$ cat config.mk
export PLATFORM = sky130hd
export DESIGN_NAME = beat_sequencer_flat
export DESIGN_NICKNAME = d
export VERILOG_FILES = /design/src/rtl/beat_sequencer_if.sv /design/src/rtl/beat_sequencer.sv /design/src/flat_wrapper.sv
export SDC_FILE = /design/constraint.sdc
export NUM_CORES = 1
export LEC_CHECK = 0
export ABC_AREA = 1
export ABC_CLOCK_PERIOD_IN_PS = 2200
export CAP_MARGIN = 10
export CORE_MARGIN = 2
export CORE_UTILIZATION = 27
export CTS_BUF_LIST = sky130_fd_sc_hd__clkbuf_8 sky130_fd_sc_hd__clkbuf_16
export DETAILED_ROUTE_END_ITERATION = 12
export PLACE_DENSITY = 0.48
export REMOVE_ABC_BUFFERS = 1
export SLEW_MARGIN = 30
export SYNTH_ARGS = -nofsm -noshare
export SYNTH_HDL_FRONTEND = slang
export SYNTH_SLANG_ARGS = --single-unit
$ cat constraint.sdc
create_clock -name clk -period 2.2 [get_ports clk]
set_clock_uncertainty 0.1 [all_clocks]
set_input_delay 0.55 -clock clk [delete_from_list [all_inputs] [get_ports clk]]
set_output_delay 0.55 -clock clk [all_outputs]
set_load 0.05 [all_outputs]
$ cat src/rtl/beat_sequencer_if.sv
`default_nettype none
// ============================================================================
// Module      : beat_sequencer_if
// Description : Control/status bundle between the beat-rate clock divider and
//               player control (master side) and the beat_sequencer (slave).
//               Master drives the beat tick, play/slow/reverse/loop levels,
//               stop and seek pulses, seek target and track length; slave
//               returns the current beat index and the status flags.
// Revision    : 1.0 - initial release
// ============================================================================
interface beat_sequencer_if #(
  parameter int WIDTH = 12
);
  logic             beat_en;
  logic             play;
  logic             slow;
  logic             reverse;
  logic             loop;
  logic             stop;
  logic             seek_valid;
  logic [WIDTH-1:0] seek_beat;
  logic [WIDTH-1:0] len;
  logic [WIDTH-1:0] ibeat;
  logic             playing;
  logic             wrap;
  logic             done;

  modport master (
    output beat_en, play, slow, reverse, loop, stop, seek_valid, seek_beat, len,
    input  ibeat, playing, wrap, done
  );

  modport slave (
    input  beat_en, play, slow, reverse, loop, stop, seek_valid, seek_beat, len,
    output ibeat, playing, wrap, done
  );
endinterface
`default_nettype wire

$ cat src/rtl/beat_sequencer.sv
`default_nettype none
// ============================================================================
// Module      : beat_sequencer
// Description : Beat-index sequencer for the score ROM address. Advances the
//               beat index once per qualified beat tick (or once every
//               SLOW_DIV ticks in slow mode), forward or in reverse, looping
//               or stopping at the track ends. Supports seek and stop.
// Ports       : clk   - system clock, rising edge
//               reset - asynchronous active-low reset
//               bus   - beat_sequencer_if slave: controls in, ibeat/status out
// Revision    : 1.0 - initial release
// ============================================================================
module beat_sequencer #(
  parameter int WIDTH    = 12,
  parameter int SLOW_DIV = 2
) (
  input  logic               clk,
  input  logic               reset,
  beat_sequencer_if.slave    bus
);

  typedef enum logic [1:0] {
    S_IDLE  = 2'd0,
    S_RUN   = 2'd1,
    S_PAUSE = 2'd2,
    S_DONE  = 2'd3
  } state_t;

  localparam int                    c_presc_w   = $clog2(SLOW_DIV);
  localparam logic [c_presc_w-1:0]  c_presc_max = c_presc_w'(SLOW_DIV - 1);

  state_t                r_state;
  state_t                w_state_nxt;
  logic [WIDTH-1:0]      r_ibeat;
  logic [WIDTH-1:0]      w_ibeat_nxt;
  logic [c_presc_w-1:0]  r_presc;
  logic [c_presc_w-1:0]  w_presc_nxt;
  logic                  r_playing;
  logic                  r_wrap;
  logic                  r_done;
  logic                  w_wrap_nxt;
  logic                  w_done_nxt;
  logic                  w_step;
  logic [WIDTH-1:0]      w_len_eff;
  logic [WIDTH-1:0]      w_last;
  logic [WIDTH-1:0]      w_seek_clamped;

  // A zero length behaves as a one-beat track, so LAST never underflows.
  always_comb begin
    w_len_eff      = (bus.len == '0) ? WIDTH'(1) : bus.len;
    w_last         = w_len_eff - WIDTH'(1);
    w_seek_clamped = (bus.seek_beat > w_last) ? w_last : bus.seek_beat;
  end

  always_comb begin
    w_state_nxt = r_state;
    w_ibeat_nxt = r_ibeat;
    // Prescaler only accumulates in slow mode; otherwise it stays cleared.
    w_presc_nxt = bus.slow ? r_presc : '0;
    w_wrap_nxt  = 1'b0;
    w_done_nxt  = 1'b0;
    w_step      = 1'b0;

    if (bus.stop) begin
      w_state_nxt = S_IDLE;
      w_ibeat_nxt = '0;
      w_presc_nxt = '0;
    end else if (bus.seek_valid) begin
      w_state_nxt = bus.play ? S_RUN : S_PAUSE;
      w_ibeat_nxt = w_seek_clamped;
      w_presc_nxt = '0;
    end else begin
      unique case (r_state)
        S_IDLE: begin
          if (bus.play) w_state_nxt = S_RUN;
        end
        S_RUN: begin
          // play dropping together with beat_en pauses without stepping.
          if (!bus.play) begin
            w_state_nxt = S_PAUSE;
          end else if (bus.beat_en) begin
            if (!bus.slow) begin
              w_step = 1'b1;
            end else if (r_presc == c_presc_max) begin
              w_step      = 1'b1;
              w_presc_nxt = '0;
            end else begin
              w_presc_nxt = r_presc + c_presc_w'(1);
            end
          end
        end
        S_PAUSE: begin
          if (bus.play) w_state_nxt = S_RUN;
        end
        S_DONE: begin
          // Leaves only through stop or seek, handled above.
        end
        default: w_state_nxt = S_IDLE;
      endcase

      if (w_step) begin
        if (!bus.reverse) begin
          // ibeat can sit above LAST after len shrinks; treat as end-of-track.
          if (r_ibeat < w_last) begin
            w_ibeat_nxt = r_ibeat + WIDTH'(1);
          end else if (bus.loop) begin
            w_ibeat_nxt = '0;
            w_wrap_nxt  = 1'b1;
          end else begin
            w_ibeat_nxt = w_last;
            w_state_nxt = S_DONE;
            w_done_nxt  = 1'b1;
          end
        end else begin
          if (r_ibeat > w_last) begin
            // Out of range after a len shrink: snap to the end, no pulse.
            w_ibeat_nxt = w_last;
          end else if (r_ibeat != '0) begin
            w_ibeat_nxt = r_ibeat - WIDTH'(1);
          end else if (bus.loop) begin
            w_ibeat_nxt = w_last;
            w_wrap_nxt  = 1'b1;
          end else begin
            w_state_nxt = S_DONE;
            w_done_nxt  = 1'b1;
          end
        end
      end
    end
  end

  always_ff @(posedge clk or negedge reset) begin
    if (!reset) begin
      r_state   <= S_IDLE;
      r_ibeat   <= '0;
      r_presc   <= '0;
      r_playing <= 1'b0;
      r_wrap    <= 1'b0;
      r_done    <= 1'b0;
    end else begin
      r_state   <= w_state_nxt;
      r_ibeat   <= w_ibeat_nxt;
      r_presc   <= w_presc_nxt;
      r_playing <= (w_state_nxt == S_RUN);
      r_wrap    <= w_wrap_nxt;
      r_done    <= w_done_nxt;
    end
  end

  assign bus.ibeat   = r_ibeat;
  assign bus.playing = r_playing;
  assign bus.wrap    = r_wrap;
  assign bus.done    = r_done;

endmodule
`default_nettype wire

$ cat src/flat_wrapper.sv
// flat-port wrapper written by rule: the top's interface ports become plain ports
module beat_sequencer_flat 
#(
  parameter int WIDTH    = 12,
  parameter int SLOW_DIV = 2
)
  (clk, reset, bus_beat_en, bus_play, bus_slow, bus_reverse, bus_loop, bus_stop, bus_seek_valid, bus_seek_beat, bus_len, bus_ibeat, bus_playing, bus_wrap, bus_done);
  beat_sequencer_if #(.WIDTH(WIDTH)) bus_i ();
  input  logic clk;
  input  logic reset;
  input wire logic [$bits(bus_i.beat_en)-1:0] bus_beat_en;
  input wire logic [$bits(bus_i.play)-1:0] bus_play;
  input wire logic [$bits(bus_i.slow)-1:0] bus_slow;
  input wire logic [$bits(bus_i.reverse)-1:0] bus_reverse;
  input wire logic [$bits(bus_i.loop)-1:0] bus_loop;
  input wire logic [$bits(bus_i.stop)-1:0] bus_stop;
  input wire logic [$bits(bus_i.seek_valid)-1:0] bus_seek_valid;
  input wire logic [$bits(bus_i.seek_beat)-1:0] bus_seek_beat;
  input wire logic [$bits(bus_i.len)-1:0] bus_len;
  output wire logic [$bits(bus_i.ibeat)-1:0] bus_ibeat;
  output wire logic [$bits(bus_i.playing)-1:0] bus_playing;
  output wire logic [$bits(bus_i.wrap)-1:0] bus_wrap;
  output wire logic [$bits(bus_i.done)-1:0] bus_done;
  assign bus_i.beat_en = bus_beat_en;
  assign bus_i.play = bus_play;
  assign bus_i.slow = bus_slow;
  assign bus_i.reverse = bus_reverse;
  assign bus_i.loop = bus_loop;
  assign bus_i.stop = bus_stop;
  assign bus_i.seek_valid = bus_seek_valid;
  assign bus_i.seek_beat = bus_seek_beat;
  assign bus_i.len = bus_len;
  assign bus_ibeat = bus_i.ibeat;
  assign bus_playing = bus_i.playing;
  assign bus_wrap = bus_i.wrap;
  assign bus_done = bus_i.done;
  beat_sequencer #(.WIDTH(WIDTH), .SLOW_DIV(SLOW_DIV)) u_core (.clk(clk), .reset(reset), .bus(bus_i));
endmodule
Word level (Yosys, flattened, before mapping):

Cells that the tools add are included.

* register bits after elaboration: 18
* bits in latches: 0
* memory bits (writable): 0
* ROM bits: 0
* bits of input ports: 33
* memories kept: 0

* add/subtract/negate cells: 4
* multipliers: 0
* divide/modulo/power cells: 0
* magnitude comparators: 3
* equal/unequal tests: 4
* shift operators: 0
* muxes and demuxes: 54
* bitwise operators: 0
* reductions and logical operators: 6

Operator list (number)
* two-way mux 12 bit: 11
* two-way mux 1 bit: 31
* > comparator 12 bit: 2
* subtractor 12 x 1 -> 12 bit (second input constant): 2
* two-way mux 2 bit: 11
* adder 12 x 1 -> 12 bit (second input constant): 1
* logical NOT 12 bit: 1
* less-than comparator 12 bit: 1
* nonzero test 12 bit: 1
* inequality test 6 x 1 -> 1 bit (second input constant): 1
* == test 2 x 1 -> 1 bit (second input constant): 2
* case mux 2 bit (2 select lines): 1
* nonzero test 3 bit: 1
* == test 2 bit (second input constant): 1
* logical NOT 2 bit: 1
* AND reduction 2 bit: 1
* OR reduction 2 bit: 1
* adder 1 bit (second input constant): 1

Logic depth before layout (Yosys ltp):

Gate-level depths: netlist of the first run.

* depth after elaboration: 11
* depth in mapped cells: 27
* gate-level depth less buffers: 26

Worst setup path before layout of the first run:

OpenSTA, ideal clock, no wires.

* path kind: input to register
* start: input bus_len[3]
* end: register u_core.r_ibeat[11] (netlist: u_core.bus.ibeat[11])
* setup time: 119 ps
* data arrival time: 3209 ps
* setup slack: -1228 ps
* stages: 27
* cells stage by stage: inv_1 -> nand2_1 -> nor2_1 -> nand2_2 -> nand2_1 -> inv_1 -> ha_1 -> nand3_1 -> nor2_1 -> nand2_1 -> xor2_1 -> ha_1 -> nand2_1 -> inv_1 -> nand2_2 -> inv_1 -> a21oi_2 -> nand3_2 -> nand2_4 -> buf_6 -> nand2_1 -> nand2_1 -> nand2_1 -> nand2_1 -> nand2_1 -> nand2_1 -> nand2_1

* word-level cells in the longest chain between the ends: 10

Ends and longest elaborated chain
* start: declaration: RTL line flat_wrapper.sv:19 `input wire logic [$bits(bus_i.len)-1:0] bus_len;`
* logical NOT 12 bit: RTL line beat_sequencer.sv:50 `w_len_eff = (bus.len == '0) ? WIDTH'(1) : bus.len;`
* two-way mux 12 bit (*): RTL line beat_sequencer.sv:50
* subtractor 12 x 1 -> 12 bit (*): RTL line beat_sequencer.sv:51 `w_last = w_len_eff - WIDTH'(1);`
* parallel branches: the longest is 7 deep, another holds less-than comparator 12 bit
* end signal: assignment: RTL line beat_sequencer.sv:142 `r_ibeat <= w_ibeat_nxt;`
* end: declaration: RTL line beat_sequencer.sv:34 `logic [WIDTH-1:0] r_ibeat;`

Every way passes the cells marked *. The select of a mux whose other input is x is not followed.
A chain may end at the register's enable or synchronous reset.

Worst setup path in the final report of the first run:

* start: input bus_len[5]
* end: register u_core.r_ibeat[7] (netlist: u_core.bus.ibeat[7])

Same word-level chain as after synthesis.

==> results of run 1 <==
-- placed cells by master (no fill, tap or decap), types with 6 or more instances in the layout --
cell type / count
nand2_2: 24
xor2_1: 14
clkdlybuf4s50_1: 22
inv_2: 9
a21oi_1: 12
nor3_1: 7
ha_1: 23
nor2_4: 7
a21boi_1: 7
nand3_2: 9
nand3_1: 45
o21ai_0: 16
nor2_2: 7
nor2_1: 40
nand4_1: 8
o211ai_1: 9
buf_6: 14
buf_4: 132
inv_1: 42
nand2_1: 132
dfrtp_1: 18
buf_12: 6
-- where the power goes --
group | leakage (nW) | internal [W] | switching, W
combinational | 2.22 | 0.000710 | 0.000848
clock | 0.0216 | 0.000122 | 0.000132
sequential | 0.236 | 0.000364 | 0.0000327
-- worst min-delay path: cells and delay by family, from the launching register on --
family	cells	cell delay (ns)
DFF	1	0.35
and+or+nand+nor	1	0.09
AOI/OAI and AO/OA	1	0.06
-- registers in the layout, indices dropped and copies added (netlist names) --
| register | count |
|---|---|
| u_core.bus.playing | 1 |
| u_core.bus.wrap | 1 |
| u_core.bus.done | 1 |
| u_core.r_state | 2 |
| u_core.bus.ibeat | 12 |
| u_core.r_presc | 1 |
-- worst max path at each step --
stage / start / to / depth (start not counted)
4_1_cts: bus_len[8] / u_core.bus.ibeat[2] / 25
3_5_place_dp: bus_len[5] / u_core.bus.ibeat[2] / 25
6_report: bus_len[5] / u_core.bus.ibeat[7] / 28
3_3_place_gp: bus_len[1] / u_core.bus.ibeat[7] / 26
2_1_floorplan: bus_len[3] / u_core.bus.ibeat[6] / 23
5_1_grt: bus_len[5] / u_core.bus.ibeat[7] / 24
-- per-stage QoR --
| stage | hold WS, ns | power, W | util [%] | cell area (um^2) |
|---|---|---|---|---|
| after detailed placement | 0.440 | 0.00174 | 39.9 | 4320 |
| after global routing | 0.458 | 0.00239 | 45.8 | 4970 |
| after CTS | 0.454 | 0.00217 | 44.6 | 4840 |
| after floorplan | 0.154 | 0.00115 | - | 2880 |
| final | 0.439 | 0.00221 | 45.8 | 4970 |
| after global placement | 0.412 | 0.00173 | 39.9 | 4320 |
-- area by class of cell --
type,count,share of cell area (%)
clock buffers,3,0.831
inverters,51,3.85
multi-input cells,406,51.5
flip-flops and latches,18,9.07
well taps,140,3.53
repair buffers,178,31.2
-- layer usage --
metal	wire, um	part of all wire (%)	up-vias	track usage [%]
met5	0	0	-	0
met4	161	1.4	0	3.35
met3	456	4.0	14	1.96
met2	5620	50	83	35.5
met1	5070	45	1793	25.7
li1	-	-	1939	-
-- cell families after synthesis --
kind of cell,count (synthesis),synth area share (%)
xor gates and xnor gates,22,6.43
adders and majority gates,25,10.4
AOI/OAI and AO/OA,61,12.5
buffers and inverters,72,10.4
DFF,18,15.0
and+or+nand+nor,298,45.2
-- what timing repair did --
item	in CTS	in global routing
resized for setup	130	32
endpoints found under the hold margin	0	0
cloned	2	0
endpoints found under the setup margin	16	16
setup buffers	21	5
pin swaps	57	58
==> qor_table.md, run 1 <==
| Result | Reported |
|:---|:---|
| Result of the run | finished with violations |
| Violations in the final reports | setup timing |
| Worst-path maximum fanout | 7 |
| Worst hold path endpoint | u_core.r_presc |
| Proportion of netlist area held by the largest area contributor | 19.2% |
| Critical hold path startpoint | u_core.r_presc |
| Via/cell ratio | 4.81 |
| Delay-heaviest family, CP | simple AND/OR/NAND/NOR gates |
| Sink count of the clock tree | 18 |
| Final wirelength | 11300 um |
| Hold path cells | 2 |
| Initial antenna violation count | 0 |
| Worst setup slack before clock tree synthesis | -1.85 ns |
| First-pass GRT wire length | 18500 um |
| H-tree levels | 1 |
| Endpoint required time on the critical path | 2.25 ns |
| Total die area | 12000 um^2 |
| Pins over their slew limit | 0 |
| Count of synthesis-stage warnings from yosys | 0 |
| Critical Path Max Stage Delay | 0.26 ns |
| Total of buffers placed on input and output ports | 47 |
| Synth Flop Type | dfrtp_1 |
| Endpoint of the worst-slack reg-to-reg timing path | u_core.bus.ibeat[2] |
| Post-route ant nets | 0 |
| Setup violations, final | 16 |
| Total of max-cap violations | 0 |
| Estimated wirelength of the detail-placed design | 8770 um |
| Largest net degree at the start of global routing | 25 |
| Number of flops mapped to enable cells by yosys | 0 |
| Min cycle time layout | 3.19 ns |
| Hold_buf cts | 0 |
| Multi-input combinational cell area | 2560 um^2 |
| Register-to-Register Path Depth | 15 |
| Mean instance size in the synthesized netlist | 6.04 um^2 |
| Final antenna diode count | 0 |
| Footprint of the flip-flops and latches | 450 um^2 |
| Sequential share of the synthesized area | 15.0% |
| Commonest cells post-synth | nand2_1 (153), nand3_1 (55), nor2_1 (50) |
| Worst Path Arrival | 3.24 ns |
| Count of unresolved DRC violations after routing | 0 |
| Most repeated library cell on the critical path | nand2_1 |
| Reg2Reg Launch Point | u_core.bus.ibeat[1] |
| Post-synthesis cell type count | 40 |
| Placement Rows | 38 |
| GRT Residual Overflow | 0 |
| Initial core utilization | 27.6% |
| Clk Latency, worst-skew pair | 0.26 ns |
| Fraction of layout cells with a size suffix above 1 | 37.7% |
| CTS clock-pin slew for the worst setup and hold paths | 0.08 ns |
| Setup repair after global routing missed its margin | yes |
| Number of register bits inferred by synthesis | 18 |
| Leakage power | 2.48 nW |
| Post-route setup slack | -0.990 ns |
| Violation count after the first detailed-route iteration | 194 |
| Number of global-route vias before repair | 3829 |
| Number of buffers inserted during clock tree synthesis | 3 |
| Placed cell count | 768 |
| R2R setup slack | -0.30 ns |
| Worst vdd rail ir drop | 0.294 mV |
| Setup TNS | -15.00 ns |
| Global-route total usage across every layer | 19.7% |
| TritonCTS clock tree | yes |
| Hold WC Path Type | flop to flop |
| Fillers | 1113 |
| Die height | 109 um |
| Synthesized instance count | 496 |
| Die outline width | 109 um |
| Yosys top cell by area | nand2_1 |
| Cell at the slowest stage of the critical path | ha_1 |
| Final Hold Fails | 0 |
| Slew Limit Headroom | 67.0% |
| Achievable clock frequency | 314 MHz |
| Last weighted congestion value of the routability-driven placer | 0.824 |
| Endpoint class of the critical path | flop |
| Cells taking the most area after synthesis | nand2_1 (19%), dfrtp_1 (15%), ha_1 (10%) |
| Core Area | 10800 um^2 |
| Tcrit/Tclk final | 145% |
| Cell with the most instances after synthesis | nand2_1 |
| Worst-Margin Slew | 0.493 ns |
| Critical Setup Path Class | primary input to flop |
| Net count reported at finish | 716 |
| CTS Buffer Depth | 2 |
| Async SR Flop Fraction | 100% |
| Area added between synthesis and finish | 65.7% |
| Crit path buf inv count | 5 |
| Router iterations before antenna repair | 4 |
| CTS Root Cell | clkbuf_8 |
| Detail-routed net length per standard cell | 14.2 um |
| Filler-free cell count of the finished design | 796 |
| Cell area after technology mapping | 3000 um^2 |
| Power density normalized to cell area | 445 nW/um^2 |
| Count of pins on the block boundary | 48 |
| Crit path launch type | primary input |
| Overall via count from detail_route | 3829 |
No activity file was read; power rests on OpenSTA's default activity.
==> run 2, diff against run 1 <==
Settings changed: CAP_MARGIN 10 to default, CELL_PAD_IN_SITES_DETAIL_PLACEMENT from default to 1, CELL_PAD_IN_SITES_GLOBAL_PLACEMENT from default to 1, PLACE_DENSITY 0.48 to 0.64.
==> qor_table.md, run 2 (same netlist as run 1, synthesis figures left out) <==
| Result | Reported | Change |
|:---|:---|:---|
| TritonCTS clock tree | yes |  |
| Proportion of power drawn by flip-flops and latches | 17.0% | -1.0 points |
| First-pass GRT wire length | 22100 um | +19% |
| Total die area | 12000 um^2 | unchanged |
| Tcrit/Tclk final | 164% | +19 points |
| Pins over their slew limit | 0 | unchanged |
| Estimated wirelength of the detail-placed design | 9910 um | +13% |
| Commonest cells after routing, fill and taps aside | nand2_1 (141), buf_4 (131), nand3_1 (49) |  |
| Achievable clock frequency | 277 MHz | -12% |
| Endpoint class of the critical path | flop |  |
| Flip-flop count of the largest register after layout | 12 | unchanged |
| Most common library cell in the layout ignoring fill and taps | nand2_1 |  |
| Sink count of the clock tree | 18 | unchanged |
| Total net switching power | 0.00112 W | +11% |
| Gate power share | 69.7% | -0.8 points |
| Initial core utilization | 27.6% | unchanged |
| Footprint of the flip-flops and latches | 450 um^2 | unchanged |
| Fillers | 1428 | +28% |
| Die outline width | 109 um | unchanged |
| Critical Setup Path Class | primary input to flop |  |
| Clk network pwr share | 13.3% | +1.8 points |
| Largest net degree at the start of global routing | 25 | unchanged |
| Worst-Margin Slew | 0.509 ns | +0.0158 ns |
| Switching share of power | 47.4% | +1.6 points |
| Area added between synthesis and finish | 67.4% |  |
| R2R setup slack | -0.51 ns | -0.21 ns |
| Number of buffers inserted during clock tree synthesis | 3 | unchanged |
| Violations in the final reports | setup timing |  |
| Via/cell ratio | 5.08 | +5.6% |
| Total of max-cap violations | 0 | unchanged |
| GRT Residual Overflow | 0 | unchanged |
| Count of unresolved DRC violations after routing | 0 | unchanged |
| Post-route setup slack | -1.41 ns | -0.420 ns |
| Violation count after the first detailed-route iteration | 222 | +14% |
| Initial antenna violation count | 0 | unchanged |
| Worst Path Arrival | 3.72 ns | +0.48 ns |
| Endpoint of the worst-slack reg-to-reg timing path | u_core.bus.ibeat[7] |  |
| Core Area | 10800 um^2 | unchanged |
| Router iterations before antenna repair | 4 | unchanged |
| Count of pins on the block boundary | 48 | unchanged |
| Register-to-Register Path Depth | 16 | +1 |
| Power density normalized to cell area | 471 nW/um^2 | +5.8% |
| Final antenna diode count | 0 | unchanged |
| Final wirelength | 15000 um | +33% |
| Area of all placed cells without fillers | 5020 um^2 | +1.0% |
| Clk Latency, worst-skew pair | 0.27 ns | about the same |
| Standard cell area after detailed placement | 4350 um^2 | +0.52% |
| CTS clock-pin slew for the worst setup and hold paths | 0.09 ns | about the same |
| Post-route ant nets | 0 | unchanged |
| Critical hold path startpoint | u_core.r_presc |  |
| Result of the run | finished with violations |  |
| Worst-path maximum fanout | 24 | +17 |
| Placement Rows | 38 | unchanged |
| Setup TNS | -17.95 ns | -2.95 ns |
| Endpoint required time on the critical path | 2.31 ns | +0.06 ns |
| CTS Root Cell | clkbuf_8 |  |
| Internal power | 0.00124 W | +3.7% |
| Die height | 109 um | unchanged |
| Crit path launch type | primary input |  |
| Total of buffers placed on input and output ports | 47 | unchanged |
| Leakage power | 2.51 nW | +1.1% |
| Fraction of layout cells with a size suffix above 1 | 36.6% | -1.0 points |
| Number of global-route vias before repair | 4348 | +14% |
| Hold path cells | 2 | unchanged |
| Global-route total usage across every layer | 24.0% | +4.3 points |
| Detail-routed net length per standard cell | 18.8 um | +32% |
| Hold WC Path Type | flop to flop |  |
| Final Hold Fails | 0 | unchanged |
| Slew Limit Headroom | 66.0% | -0.99 points |
| CTS Buffer Depth | 2 | unchanged |
| H-tree levels | 1 | unchanged |
| Multi-input combinational cell area | 2590 um^2 | +1.3% |
| Worst vdd rail ir drop | 0.311 mV | +6.1% |
| Setup violations, final | 16 | unchanged |
| Hold_buf cts | 0 | unchanged |
| Min cycle time layout | 3.61 ns | +0.420 ns |
| Reg2Reg Launch Point | u_core.bus.ibeat[1] |  |
| Overall via count from detail_route | 4055 | +5.9% |
| Net count reported at finish | 717 | +0.14% |
| Setup repair after global routing missed its margin | yes |  |
| Worst hold path endpoint | u_core.r_presc |  |
| Last weighted congestion value of the routability-driven placer | 0.859 | +4.3% |
[run 2: worst max-delay path by stage]
| stage | slack, ns | from | end |
|---|---|---|---|
| after floorplan | -1.65 | bus_len[3] | u_core.bus.ibeat[6] |
| after global placement | -1.87 | bus_len[1] | u_core.bus.ibeat[3] |
| after detailed placement | -1.99 | bus_len[5] | u_core.bus.ibeat[2] |
| after CTS | -1.03 | bus_len[8] | u_core.bus.ibeat[11] |
| after global routing | -1.49 | bus_len[5] | u_core.bus.ibeat[7] |
| final | -1.41 | bus_len[5] | u_core.bus.ibeat[7] |
[run 2: critical path, stage by stage]
cell and delay [ns]:
buf_8 0.10, nor2_4 0.14, nand2_4 0.07, nor2_4 0.11
nand2_2 0.07, nand2_2 0.08, inv_2 0.06, ha_4 0.17
buf_6 0.11, nand4_1 0.11, xnor2_2 0.14, inv_2 0.09
ha_4 0.29, nand4_1 0.17, nor3_4 0.33, nand3_2 0.12
buf_8 0.19, a21boi_1 0.26, nor2_1 0.11, nor2_1 0.19
nand2_1 0.13, nand2_1 0.09
[run 2: power groups by stage]
stage                     registers (W)  logic, W  clock network, W
after global routing           0.000405   0.00179          0.000328
final                          0.000400   0.00165          0.000314
after detailed placement       0.000405   0.00138                 0
after global placement         0.000404   0.00135                 0
after CTS                      0.000398   0.00153          0.000315
after floorplan                0.000535  0.000615                 0
[run 2: what timing repair did]
| item | CTS | global route |
|---|---|---|
| gates cloned | 3 | 0 |
| setup buffers | 19 | 6 |
| pin swaps | 43 | 41 |
| setup endpoints to repair | 16 | 16 |
| gates resized for setup | 110 | 37 |
[run 2: cell type report]
class / count / share of cell area (%)
Inverter: 51 / 3.82
Tap cell: 140 / 3.49
Timing Repair Buffer: 178 / 31.0
Clock buffer: 4 / 1.10
Sequential cell: 18 / 8.98
Multi-Input combinational cell: 407 / 51.6
[run 2: stage by stage]
step | utilization (%) | hold WS [ns] | setup WS (ns) | std cells | total power [W]
after floorplan | - | 0.154 | -1.65 | 475 | 0.00115
after global placement | 40.1 | 0.410 | -1.87 | 766 | 0.00175
after detailed placement | 40.1 | 0.425 | -1.99 | 766 | 0.00179
after CTS | 44.3 | 0.447 | -1.03 | 792 | 0.00224
after global routing | 46.3 | 0.492 | -1.49 | 798 | 0.00252
final | 46.3 | 0.439 | -1.41 | 798 | 0.00236
[run 2: per-layer routing]
layer / GRT usage [%] / wire length, um / vias up / share of wire (%)
met1: 28.5 / 6120 / 1964 / 41
li1: - / - / 1951 / -
met3: 2.67 / 587 / 34 / 3.9
met2: 45.0 / 7820 / 106 / 52
met5: 0 / 0 / - / 0
met4: 6.78 / 486 / 0 / 3.2
